### src/rtl/ps2_pkg.sv
// Shared types, scan-code constants and the set-2 scan-code to ASCII table
// used by the PS/2 keyboard decoder.
package ps2_pkg;

    typedef enum logic [1:0] {
        IDLE,
        DATA,
        PARITY,
        STOP
    } rx_state_t;

    localparam logic [7:0] BREAK_CODE  = 8'hF0;
    localparam logic [7:0] EXT_CODE    = 8'hE0;
    localparam logic [7:0] LSHIFT_CODE = 8'h12;
    localparam logic [7:0] RSHIFT_CODE = 8'h59;

    function automatic logic [7:0] scan_to_ascii(
        input logic [7:0] code,
        input logic       shift
    );
        logic [7:0] a;
        a = 8'h00;
        case (code)
            8'h1C: a = 8'h61;
            8'h32: a = 8'h62;
            8'h21: a = 8'h63;
            8'h23: a = 8'h64;
            8'h24: a = 8'h65;
            8'h2B: a = 8'h66;
            8'h34: a = 8'h67;
            8'h33: a = 8'h68;
            8'h43: a = 8'h69;
            8'h3B: a = 8'h6A;
            8'h42: a = 8'h6B;
            8'h4B: a = 8'h6C;
            8'h3A: a = 8'h6D;
            8'h31: a = 8'h6E;
            8'h44: a = 8'h6F;
            8'h4D: a = 8'h70;
            8'h15: a = 8'h71;
            8'h2D: a = 8'h72;
            8'h1B: a = 8'h73;
            8'h2C: a = 8'h74;
            8'h3C: a = 8'h75;
            8'h2A: a = 8'h76;
            8'h1D: a = 8'h77;
            8'h22: a = 8'h78;
            8'h35: a = 8'h79;
            8'h1A: a = 8'h7A;
            8'h45: a = 8'h30;
            8'h16: a = 8'h31;
            8'h1E: a = 8'h32;
            8'h26: a = 8'h33;
            8'h25: a = 8'h34;
            8'h2E: a = 8'h35;
            8'h36: a = 8'h36;
            8'h3D: a = 8'h37;
            8'h3E: a = 8'h38;
            8'h46: a = 8'h39;
            8'h29: a = 8'h20;
            8'h5A: a = 8'h0D;
            8'h66: a = 8'h08;
            default: a = 8'h00;
        endcase
        // Only letters have a shifted form
        if (shift && a >= 8'h61 && a <= 8'h7A)
            a = a - 8'h20;
        return a;
    endfunction

endpackage

### src/rtl/ps2_key_fifo.sv
// Show-ahead FIFO for decoded key events; overflowing pushes are dropped,
// empty pops are ignored.
module ps2_key_fifo #(
    parameter int DEPTH = 8
) (
    input  logic       clk,
    input  logic       rst_n,
    input  logic       push,
    input  logic [7:0] din,
    input  logic       pop,
    output logic [7:0] dout,
    output logic       valid,
    output logic       full
);

    localparam int AW = $clog2(DEPTH);

    logic [7:0]    mem [DEPTH];
    logic [AW-1:0] wr_ptr;
    logic [AW-1:0] rd_ptr;
    logic [AW:0]   count;
    logic          do_push;
    logic          do_pop;

    assign valid   = (count != '0);
    assign full    = (count == (AW+1)'(DEPTH));
    assign do_pop  = pop && valid;
    assign do_push = push && (!full || do_pop);
    assign dout    = valid ? mem[rd_ptr] : 8'h00;

    always_ff @(posedge clk) begin
        if (do_push)
            mem[wr_ptr] <= din;
    end

    always_ff @(posedge clk or negedge rst_n) begin
        if (!rst_n) begin
            wr_ptr <= '0;
            rd_ptr <= '0;
            count  <= '0;
        end else begin
            if (do_push)
                wr_ptr <= wr_ptr + 1'b1;
            if (do_pop)
                rd_ptr <= rd_ptr + 1'b1;
            if (do_push && !do_pop)
                count <= count + 1'b1;
            else if (do_pop && !do_push)
                count <= count - 1'b1;
        end
    end

endmodule

### src/rtl/ps2_ascii_decoder.sv
// PS/2 keyboard receiver: synchronises the pad, frames bytes, tracks
// make/break/shift state and queues pressed keys as ASCII.
module ps2_ascii_decoder
    import ps2_pkg::*;
#(
    parameter int FIFO_DEPTH     = 8,
    parameter int TIMEOUT_CYCLES = 50000
) (
    input  logic       clk,
    input  logic       rst_n,
    input  logic       ps2_clk,
    input  logic       ps2_data,
    output logic [7:0] press,
    output logic       key_valid,
    output logic [7:0] key_ascii,
    input  logic       key_rd,
    output logic       fifo_full,
    output logic       frame_err
);

    localparam int TW = $clog2(TIMEOUT_CYCLES);
    localparam logic [TW-1:0] TMO_MAX = TW'(TIMEOUT_CYCLES - 1);

    logic [2:0]    clk_sr;
    logic [1:0]    dat_sr;
    logic          fall;
    logic          bit_in;
    rx_state_t     state;
    logic [2:0]    bit_cnt;
    logic [7:0]    shreg;
    logic          par;
    logic [TW-1:0] tmo;
    logic          byte_valid;
    logic [7:0]    rx_byte;
    logic          brk;
    logic          ext;
    logic          lshift;
    logic          rshift;
    logic [7:0]    held;
    logic [7:0]    mapped;
    logic          is_prefix;
    logic          is_shift;
    logic          push;

    // clk_sr[1] is the synchronised pad clock, clk_sr[2] its previous value
    assign fall   = clk_sr[2] & ~clk_sr[1];
    assign bit_in = dat_sr[1];

    always_ff @(posedge clk or negedge rst_n) begin
        if (!rst_n) begin
            clk_sr <= 3'b111;
            dat_sr <= 2'b11;
        end else begin
            clk_sr <= {clk_sr[1:0], ps2_clk};
            dat_sr <= {dat_sr[0], ps2_data};
        end
    end

    always_ff @(posedge clk or negedge rst_n) begin
        if (!rst_n) begin
            state      <= IDLE;
            bit_cnt    <= '0;
            shreg      <= '0;
            par        <= 1'b0;
            tmo        <= '0;
            byte_valid <= 1'b0;
            rx_byte    <= '0;
            frame_err  <= 1'b0;
        end else begin
            byte_valid <= 1'b0;
            frame_err  <= 1'b0;
            if (fall) begin
                tmo <= '0;
                case (state)
                    IDLE: begin
                        if (!bit_in) begin
                            state   <= DATA;
                            bit_cnt <= '0;
                        end
                    end
                    DATA: begin
                        shreg   <= {bit_in, shreg[7:1]};
                        bit_cnt <= bit_cnt + 1'b1;
                        if (bit_cnt == 3'd7)
                            state <= PARITY;
                    end
                    PARITY: begin
                        par   <= bit_in;
                        state <= STOP;
                    end
                    STOP: begin
                        state <= IDLE;
                        if (bit_in && (^{shreg, par})) begin
                            byte_valid <= 1'b1;
                            rx_byte    <= shreg;
                        end else begin
                            frame_err <= 1'b1;
                        end
                    end
                    default: state <= IDLE;
                endcase
            end else if (state != IDLE) begin
                if (tmo == TMO_MAX) begin
                    state <= IDLE;
                    tmo   <= '0;
                end else begin
                    tmo <= tmo + 1'b1;
                end
            end else begin
                tmo <= '0;
            end
        end
    end

    always_comb begin
        mapped    = scan_to_ascii(rx_byte, lshift | rshift);
        is_prefix = (rx_byte == BREAK_CODE) || (rx_byte == EXT_CODE);
        is_shift  = (rx_byte == LSHIFT_CODE) || (rx_byte == RSHIFT_CODE);
        push      = byte_valid && !is_prefix && !ext && !brk && !is_shift
                    && (mapped != 8'h00) && (rx_byte != held);
    end

    always_ff @(posedge clk or negedge rst_n) begin
        if (!rst_n) begin
            press  <= 8'h00;
            held   <= 8'h00;
            brk    <= 1'b0;
            ext    <= 1'b0;
            lshift <= 1'b0;
            rshift <= 1'b0;
        end else if (byte_valid) begin
            if (rx_byte == BREAK_CODE) begin
                brk <= 1'b1;
            end else if (rx_byte == EXT_CODE) begin
                ext <= 1'b1;
            end else begin
                brk <= 1'b0;
                ext <= 1'b0;
                if (!ext) begin
                    if (rx_byte == LSHIFT_CODE) begin
                        lshift <= !brk;
                    end else if (rx_byte == RSHIFT_CODE) begin
                        rshift <= !brk;
                    end else if (brk) begin
                        if (rx_byte == held) begin
                            press <= 8'h00;
                            held  <= 8'h00;
                        end
                    end else if (push) begin
                        press <= mapped;
                        held  <= rx_byte;
                    end
                end
            end
        end
    end

    ps2_key_fifo #(
        .DEPTH(FIFO_DEPTH)
    ) u_fifo (
        .clk  (clk),
        .rst_n(rst_n),
        .push (push),
        .din  (mapped),
        .pop  (key_rd),
        .dout (key_ascii),
        .valid(key_valid),
        .full (fifo_full)
    );

endmodule

### config.mk
export PLATFORM = sky130hd
export DESIGN_NAME = ps2_ascii_decoder
export DESIGN_NICKNAME = d
export VERILOG_FILES = /design/src/rtl/ps2_pkg.sv /design/src/rtl/ps2_key_fifo.sv /design/src/rtl/ps2_ascii_decoder.sv
export SDC_FILE = /design/constraint.sdc
export NUM_CORES = 1
export LEC_CHECK = 0
export ABC_AREA = 1
export CAP_MARGIN = 20
export CORE_UTILIZATION = 26
export DETAILED_ROUTE_END_ITERATION = 8
export GPL_TIMING_DRIVEN = 0
export PLACE_DENSITY = 0.49
export SLEW_MARGIN = 20
export SYNTH_ARGS = -nofsm -noshare
export SYNTH_HDL_FRONTEND = slang
export SYNTH_SLANG_ARGS = --single-unit
### constraint.sdc
create_clock -name clk -period 7.9 [get_ports clk]
set_input_delay 1.58 -clock clk [delete_from_list [all_inputs] [get_ports clk]]
set_output_delay 1.58 -clock clk [all_outputs]
set_load 0.01 [all_outputs]
### After elaboration in Yosys (flattened, before gate mapping)

Memory sizes are Yosys's and may differ from the RTL's.
Cells that the tools add are included.

| cells by class | value |
|---|---|
| add/subtract/negate cells | 7 |
| magnitude comparators | 2 |
| equal/unequal tests | 17 |
| muxes and demuxes | 32 |
| bitwise logic cells | 8 |
| reductions and logical operators | 43 |

Operator list:

| operator | number |
|---|---|
| two-way mux 8 bit | 8 |
| two-way mux 16 bit | 3 |
| adder 16 x 1 -> 16 bit, second input constant | 1 |
| equality test 16 bit, second input constant | 1 |
| equality test 8 bit, second input constant | 2 |
| logical AND 1 bit | 13 |
| nonzero test 2 bit | 6 |
| two-way mux 1 bit | 11 |
| two-way mux 2 bit | 5 |
| adder 3 x 1 -> 3 bit, second input constant | 3 |
| parity 9 bit | 1 |
| equality test 8 x 5 -> 1 bit, second input constant | 1 |
| equality test 8 x 7 -> 1 bit, second input constant | 1 |
| equality test 8 bit | 1 |
| greater-or-equal comparator 8 x 7 -> 1 bit, second input constant | 1 |
| <= comparator 8 x 7 -> 1 bit, second input constant | 1 |
| two-way mux 4 bit | 2 |
| inequality test 8 bit | 1 |
| one-hot mux 2 bit (4 select lines) | 1 |
| AND reduction 2 bit | 4 |
| AND reduction 8 bit | 1 |
| nonzero test 8 bit | 1 |
| subtractor 8 x 6 -> 8 bit, second input constant | 1 |
| zero test 1 bit | 7 |
| other kinds (21) | 32 |

| word-level totals | value |
|---|---|
| bits in registers | 75 |
| bits in writable memories | 64 |
| memory bits (read-only) | 896 |
| input bits | 5 |
| output and inout bits | 19 |
| word-level logic and storage cells | 130 |
| memories kept | 2 |

Memory list:

| name | depth | bits a word | rd ports | clocked after Yosys merged registers in | write ports | RTL line | text |
|---|---|---|---|---|---|---|---|
| (no name shown) | 128 | 7 | 1 | 0 | 0 | ps2_pkg.sv:23 | `case (code)` |
| u_fifo.mem | 8 | 8 | 1 | 0 | 1 | ps2_key_fifo.sv:18 | `logic [7:0] mem [DEPTH];` |

### Depth between registers and ports, before layout

| depth | value |
|---|---|
| depth after elaboration | 14 |
| mapped depth | 24 |
| mapped depth without buffers | 23 |

### Hierarchy

A second synthesis with hierarchy kept.

| unflattened totals | value |
|---|---|
| cells, all modules | 908 |
| area total of the unflattened synthesis | 7643.6 µm² |

Modules (own cells, without submodules):

| module | times used | cells an instance | area an instance (µm²) | seq. area each (µm²) |
|---|---|---|---|---|
| ps2_ascii_decoder | 1 | 550 | 4142.7 | 1632.8 |
| ps2_key_fifo | 1 | 358 | 3500.9 | 2172.1 |

### Worst setup path after synthesis

OpenSTA, ideal clock, no wires.

| timing | value |
|---|---|
| path kind | input to register |
| start point | input port key_rd |
| end point | register u_fifo.count[3] |
| library setup time | 121 ps |
| arrival | 3089 ps |
| data required time | 7779 ps |
| slack | 4689 ps |
| stages on the path | 11 |
| buffers on the path | 0 |
| cells stage by stage | nor2_1 > nor2_8 > ha_1 > inv_1 > ha_1 > a21o_1 > a21oi_1 > nor2_1 > nor2_1 > nand2_1 > xor2_1 |

| between the ends | value |
|---|---|
| word-level cells in the longest chain between the ends | 6 |
| elaborated cells on any way between the ends | 9 |
| classes of those cells | mux: 1; reduce/logical: 8 |

Ends and longest elaborated chain:

| item | RTL line | text |
|---|---|---|
| from (decl) | ps2_ascii_decoder.sv:16 | `input logic key_rd,` |
| logical AND 1 bit (*) | ps2_key_fifo.sv:27 | `assign do_pop = pop && valid;` |
| logical OR 1 bit (*) | ps2_key_fifo.sv:28 | `assign do_push = push && (!full \|\| do_pop);` |
| logical AND 1 bit (*) | ps2_key_fifo.sv:28 |  |
| named net u_fifo.do_push | ps2_key_fifo.sv:22 | `logic do_push;` |
| zero test 1 bit | ps2_key_fifo.sv:48 | `else if (do_pop && !do_push)` |
| logical AND 1 bit | ps2_key_fifo.sv:48 |  |
| nonzero test 2 bit (no line) | - |  |
| to (signal assigned) | ps2_key_fifo.sv:47 | `count <= count + 1'b1;` |
| to (signal assigned) | ps2_key_fifo.sv:49 | `count <= count - 1'b1;` |
| to (decl) | ps2_key_fifo.sv:21 | `logic [AW:0] count;` |

The timed path passes the listed nets; every way through them passes the cells marked *.
A chain may end at the register's enable or synchronous reset.

### Final worst setup path

| timing | value |
|---|---|
| start point | register u_fifo.rd_ptr[1] |
| end point | output port key_ascii[2] |

| between the ends | value |
|---|---|
| word-level cells in the longest chain between the ends | 2 |

Ends and longest elaborated chain:

| item | RTL line | text |
|---|---|---|
| from (decl) | ps2_key_fifo.sv:20 | `logic [AW-1:0] rd_ptr;` |
| from (signal assigned) | ps2_key_fifo.sv:45 | `rd_ptr <= rd_ptr + 1'b1;` |
| memory (8 x 8 bit) | - |  |
| two-way mux 8 bit | ps2_key_fifo.sv:29 | `assign dout = valid ? mem[rd_ptr] : 8'h00;` |
| to (decl) | ps2_ascii_decoder.sv:15 | `output logic [7:0] key_ascii,` |

Every way passes these cells.

==> flow_summary_export.csv <==
group,metric,value,unit
floorplanning,initial_core_util,26.4,%
synthesis,yosys.cell_types.count,50,
cts,clk_path_buf_depth,2,
run,drv_cap,0,
routing,first_iter_violations,274,
routing,vias,5314,
synthesis,synth_compound_area_share,11.0,%
timing,timing.slew.headroom,45.3,%
cts,clock-sinks,139,
min_path,hold_depth,0,
synthesis,ys_seq_elements,139,
synthesis,ys_async_sr_fraction,54.0,%
floorplanning,die_h,167,um
cts,post-cts-setup-buffers,0,
timing,tightestPinTransition,0.817,ns
synthesis,ys_seq_area_share,53.8,%
outcome,status,"finished clean",
synthesis,synth_fa_ha_area_share,3.82,%
timing,worst_slack,3.41,ns
pwr,p_leak,3.32,nW
synthesis,syn_area_per_cell,9.07,sq um
floorplanning,core,26800,sq um
grt,grt_max_degree,41,
worst_setup_path,cp.depth,7,
grt,grt_pass1_vias,5417,
layout,syn_to_final_growth,18.3,%
synthesis,synth_nets,806,
timing,min_period_over_period,56.8,%
routing,drc,0,
floorplanning,ios,24,
floorplanning,dieArea,27900,sq um
synthesis,synth_top_family_by_area,"simple AND/OR/NAND/NOR gates",
synthesis,synth_top_area_share,27.2,%
synthesis,synth_edf_count,64,
cts,cts_resized,0,
grt,globalRoute.totalOverflow,0,
worst_setup_path,path_max_fanout,10,
timing,skew,0.0104,ns
timing,setup_violations,0,
layout,num-nets-final,850,
worst_setup_path,worstPathArrival,2.91,ns
cts,numCtsBuffers,17,
cts,clock-root-buffer,"clkbuf_16",
synthesis,yosysMostFrequentCell,"nand2_1",
layout,n_antenna_cell,0,
routing,routed_via_density,4.51,
synthesis,syn-cell-area,7070,sq um
place,dpl.hpwl,11900,um
place,post-place-cells,1146,
cts,clk_pin_slew,0.06,ns
timing,rsz0062_at_grt,"no",
synthesis,synth_simple_gate_area_share,23.5,%
routing,ant_nets,0,
place,globalplace.congestion,0.869,
synthesis,yosys_warnings,0,
place,post-place-ws,3.88,ns
synthesis,muxShareOfSynthArea,0.318,%
layout,drive_above_1_share,12.8,%
pwr,powerDensity,256,nW/um^2
worst_setup_path,crit_path_start_kind,"flip-flop",
worst_setup_path,crit_chain,"inv_1, clkbuf_1, o21ai_0, o22ai_1, o21ai_0, a31oi_1, clkdlybuf4s50_1",
synthesis,ys.flop_type,"dfrtp_1",
timing,period_needed,4.49,ns
grt,antenna_found_initial,0,
routing,wl,17100,um
cts,hold_buffers,0,
worst_setup_path,criticalPathCategory,"flip-flop to output port",
cts,cts_tree,"built",
synthesis,synth_top_area_cell,"edfxtp_1",
timing,hold_viol,0,
worst_setup_path,end_kind,"output port",
cts,clk_latency,0.42,ns
layout,layout.cells.non_filler,1178,
worst_setup_path,critPathBufInv,3,
grt,grtUsageTotal,13.2,%
synthesis,synth_cells,780,
worst_setup_path,cp_common_cell,"o21ai_0",
worst_setup_path,crit_slowest_cell,"clkdlybuf4s50_1",
timing,final_max_slew_viol_count,0,
floorplanning,num_rows,60,
synthesis,synth_area_leaders,"edfxtp_1 27%, dfrtp_1 25%, nand2_1 9.0%",
timing,fmax,0.223,GHz
worst_setup_path,required,6.32,ns
grt,grt_pass1_wl,28500,um
timing,tns,0,ns
synthesis,synthTopCellsByCount,"169 x nand2_1, 105 x nor2_1, 70 x dfrtp_1, 67 x o21ai_0, 64 x edfxtp_1",
min_path,hold_class,"flip-flop to flip-flop",
cts,h-tree-depth,4,
layout,n_fill_cell,2783,
routing,detail_route.wl_per_cell,14.6,um
routing,drtPass1Iterations,5,
worst_setup_path,cpLargestDelayFamily,"buffers and inverters",
worst_setup_path,cp_slowest_stage_delay,0.60,ns
pwr,peakVddDrop,126,uV
synthesis,synthXorXnorAreaFrac,1.98,%
floorplanning,dieWidth,167,um
timing,fin_hold_ws,0.354,ns
worst_setup_path,r2r_cells,21,
place,port_buffers,23,
[kinds of logic (layout without fill, tap and decap cells)]
family	after synthesis	count (layout)
buffers and inverters	92	149
muxes	2	2
AOI/OAI and AO/OA	133	133
xor gates and xnor gates	16	16
DFF	139	139
adders and majority gates	21	21
and+or+nand+nor	377	377
[per-stage QoR]
step           util [%]  total power, mW  instance area, sq um
2_1_floorplan         -             1.15                  7070
3_3_place_gp       28.8             1.36                  7730
3_5_place_dp       29.0             1.37                  7780
4_1_cts            31.2             2.17                  8360
5_1_grt            31.2             2.26                  8370
6_report           31.2             2.14                  8370
[routing by layer]
layer  track usage, %  share of wire [%]  wire (um)  vias to the layer above
met2             21.6                 48       8200                      102
met5                0                  0          0                        -
li1                 -                  -          -                     2710
met1             17.2                 46       7930                     2476
met4             4.43                2.1        354                        0
met3             2.69                3.9        661                       26
[area by class of cell]
cell class / instances / area, sq um / share of cell area [%]
Clock inverter: 13 / 144 / 1.72
Inverter: 67 / 251 / 3.00
Tap cell: 341 / 427 / 5.10
Sequential cell: 139 / 3800 / 45.5
Buffer: 25 / 140 / 1.67
Multi-Input combinational cell: 549 / 2910 / 34.7
Clock buffer: 19 / 433 / 5.17
Timing Repair Buffer: 25 / 263 / 3.14
[state kept, by name, indices dropped and copies added (netlist names), 4 cells and up]
name / count
held: 8
press: 8
rx_byte: 8
shreg: 8
tmo: 16
u_fifo.count: 4
u_fifo.mem: 64
[cells in the final DEF, fill, tap and decap left out, types with 3 or more instances in the layout]
cell,instances
inv_2,7
edfxtp_1,64
clkdlybuf4s50_1,22
nor3_1,6
clkbuf_16,17
inv_6,3
nand4_1,5
nand3_1,47
dfstp_2,5
ha_1,20
nor2_1,105
or2_2,4
nor3_2,7
nand2_1,169
buf_4,6
xnor2_1,9
dfrtp_1,70
o21ai_1,4
clkbuf_1,16
o211ai_1,3
buf_2,4
nand2_2,13
nor2_2,4
o21ai_0,67
nor3b_1,5
a21oi_1,18
a31oi_1,9
xor2_1,7
o21ai_2,13
inv_1,59
o22ai_1,8
[power by group]
part | switching [mW] | leakage (nW) | total [mW] | internal [mW]
Sequential | 0.0407 | 1.55 | 0.832 | 0.792
Clock | 0.325 | 0.278 | 0.794 | 0.469
Combinational | 0.308 | 1.49 | 0.513 | 0.204
Total | 0.675 | 3.32 | 2.14 | 1.46
[worst paths after layout]
path / start / to / slack (ns)
max: u_fifo.rd_ptr[1] / key_ascii[2] / 3.41
min: dat_sr[0] / dat_sr[1] / 0.35
max reg2reg: rx_byte[0] / u_fifo.count[3] / 4.03
min reg2reg: dat_sr[0] / dat_sr[1] / 0.35
max in group asynchronous: rst_n / dat_sr[1] / 6.14
min in group asynchronous: rst_n / bit_cnt[2] / 1.14
Power figures use the tool's default switching activity.
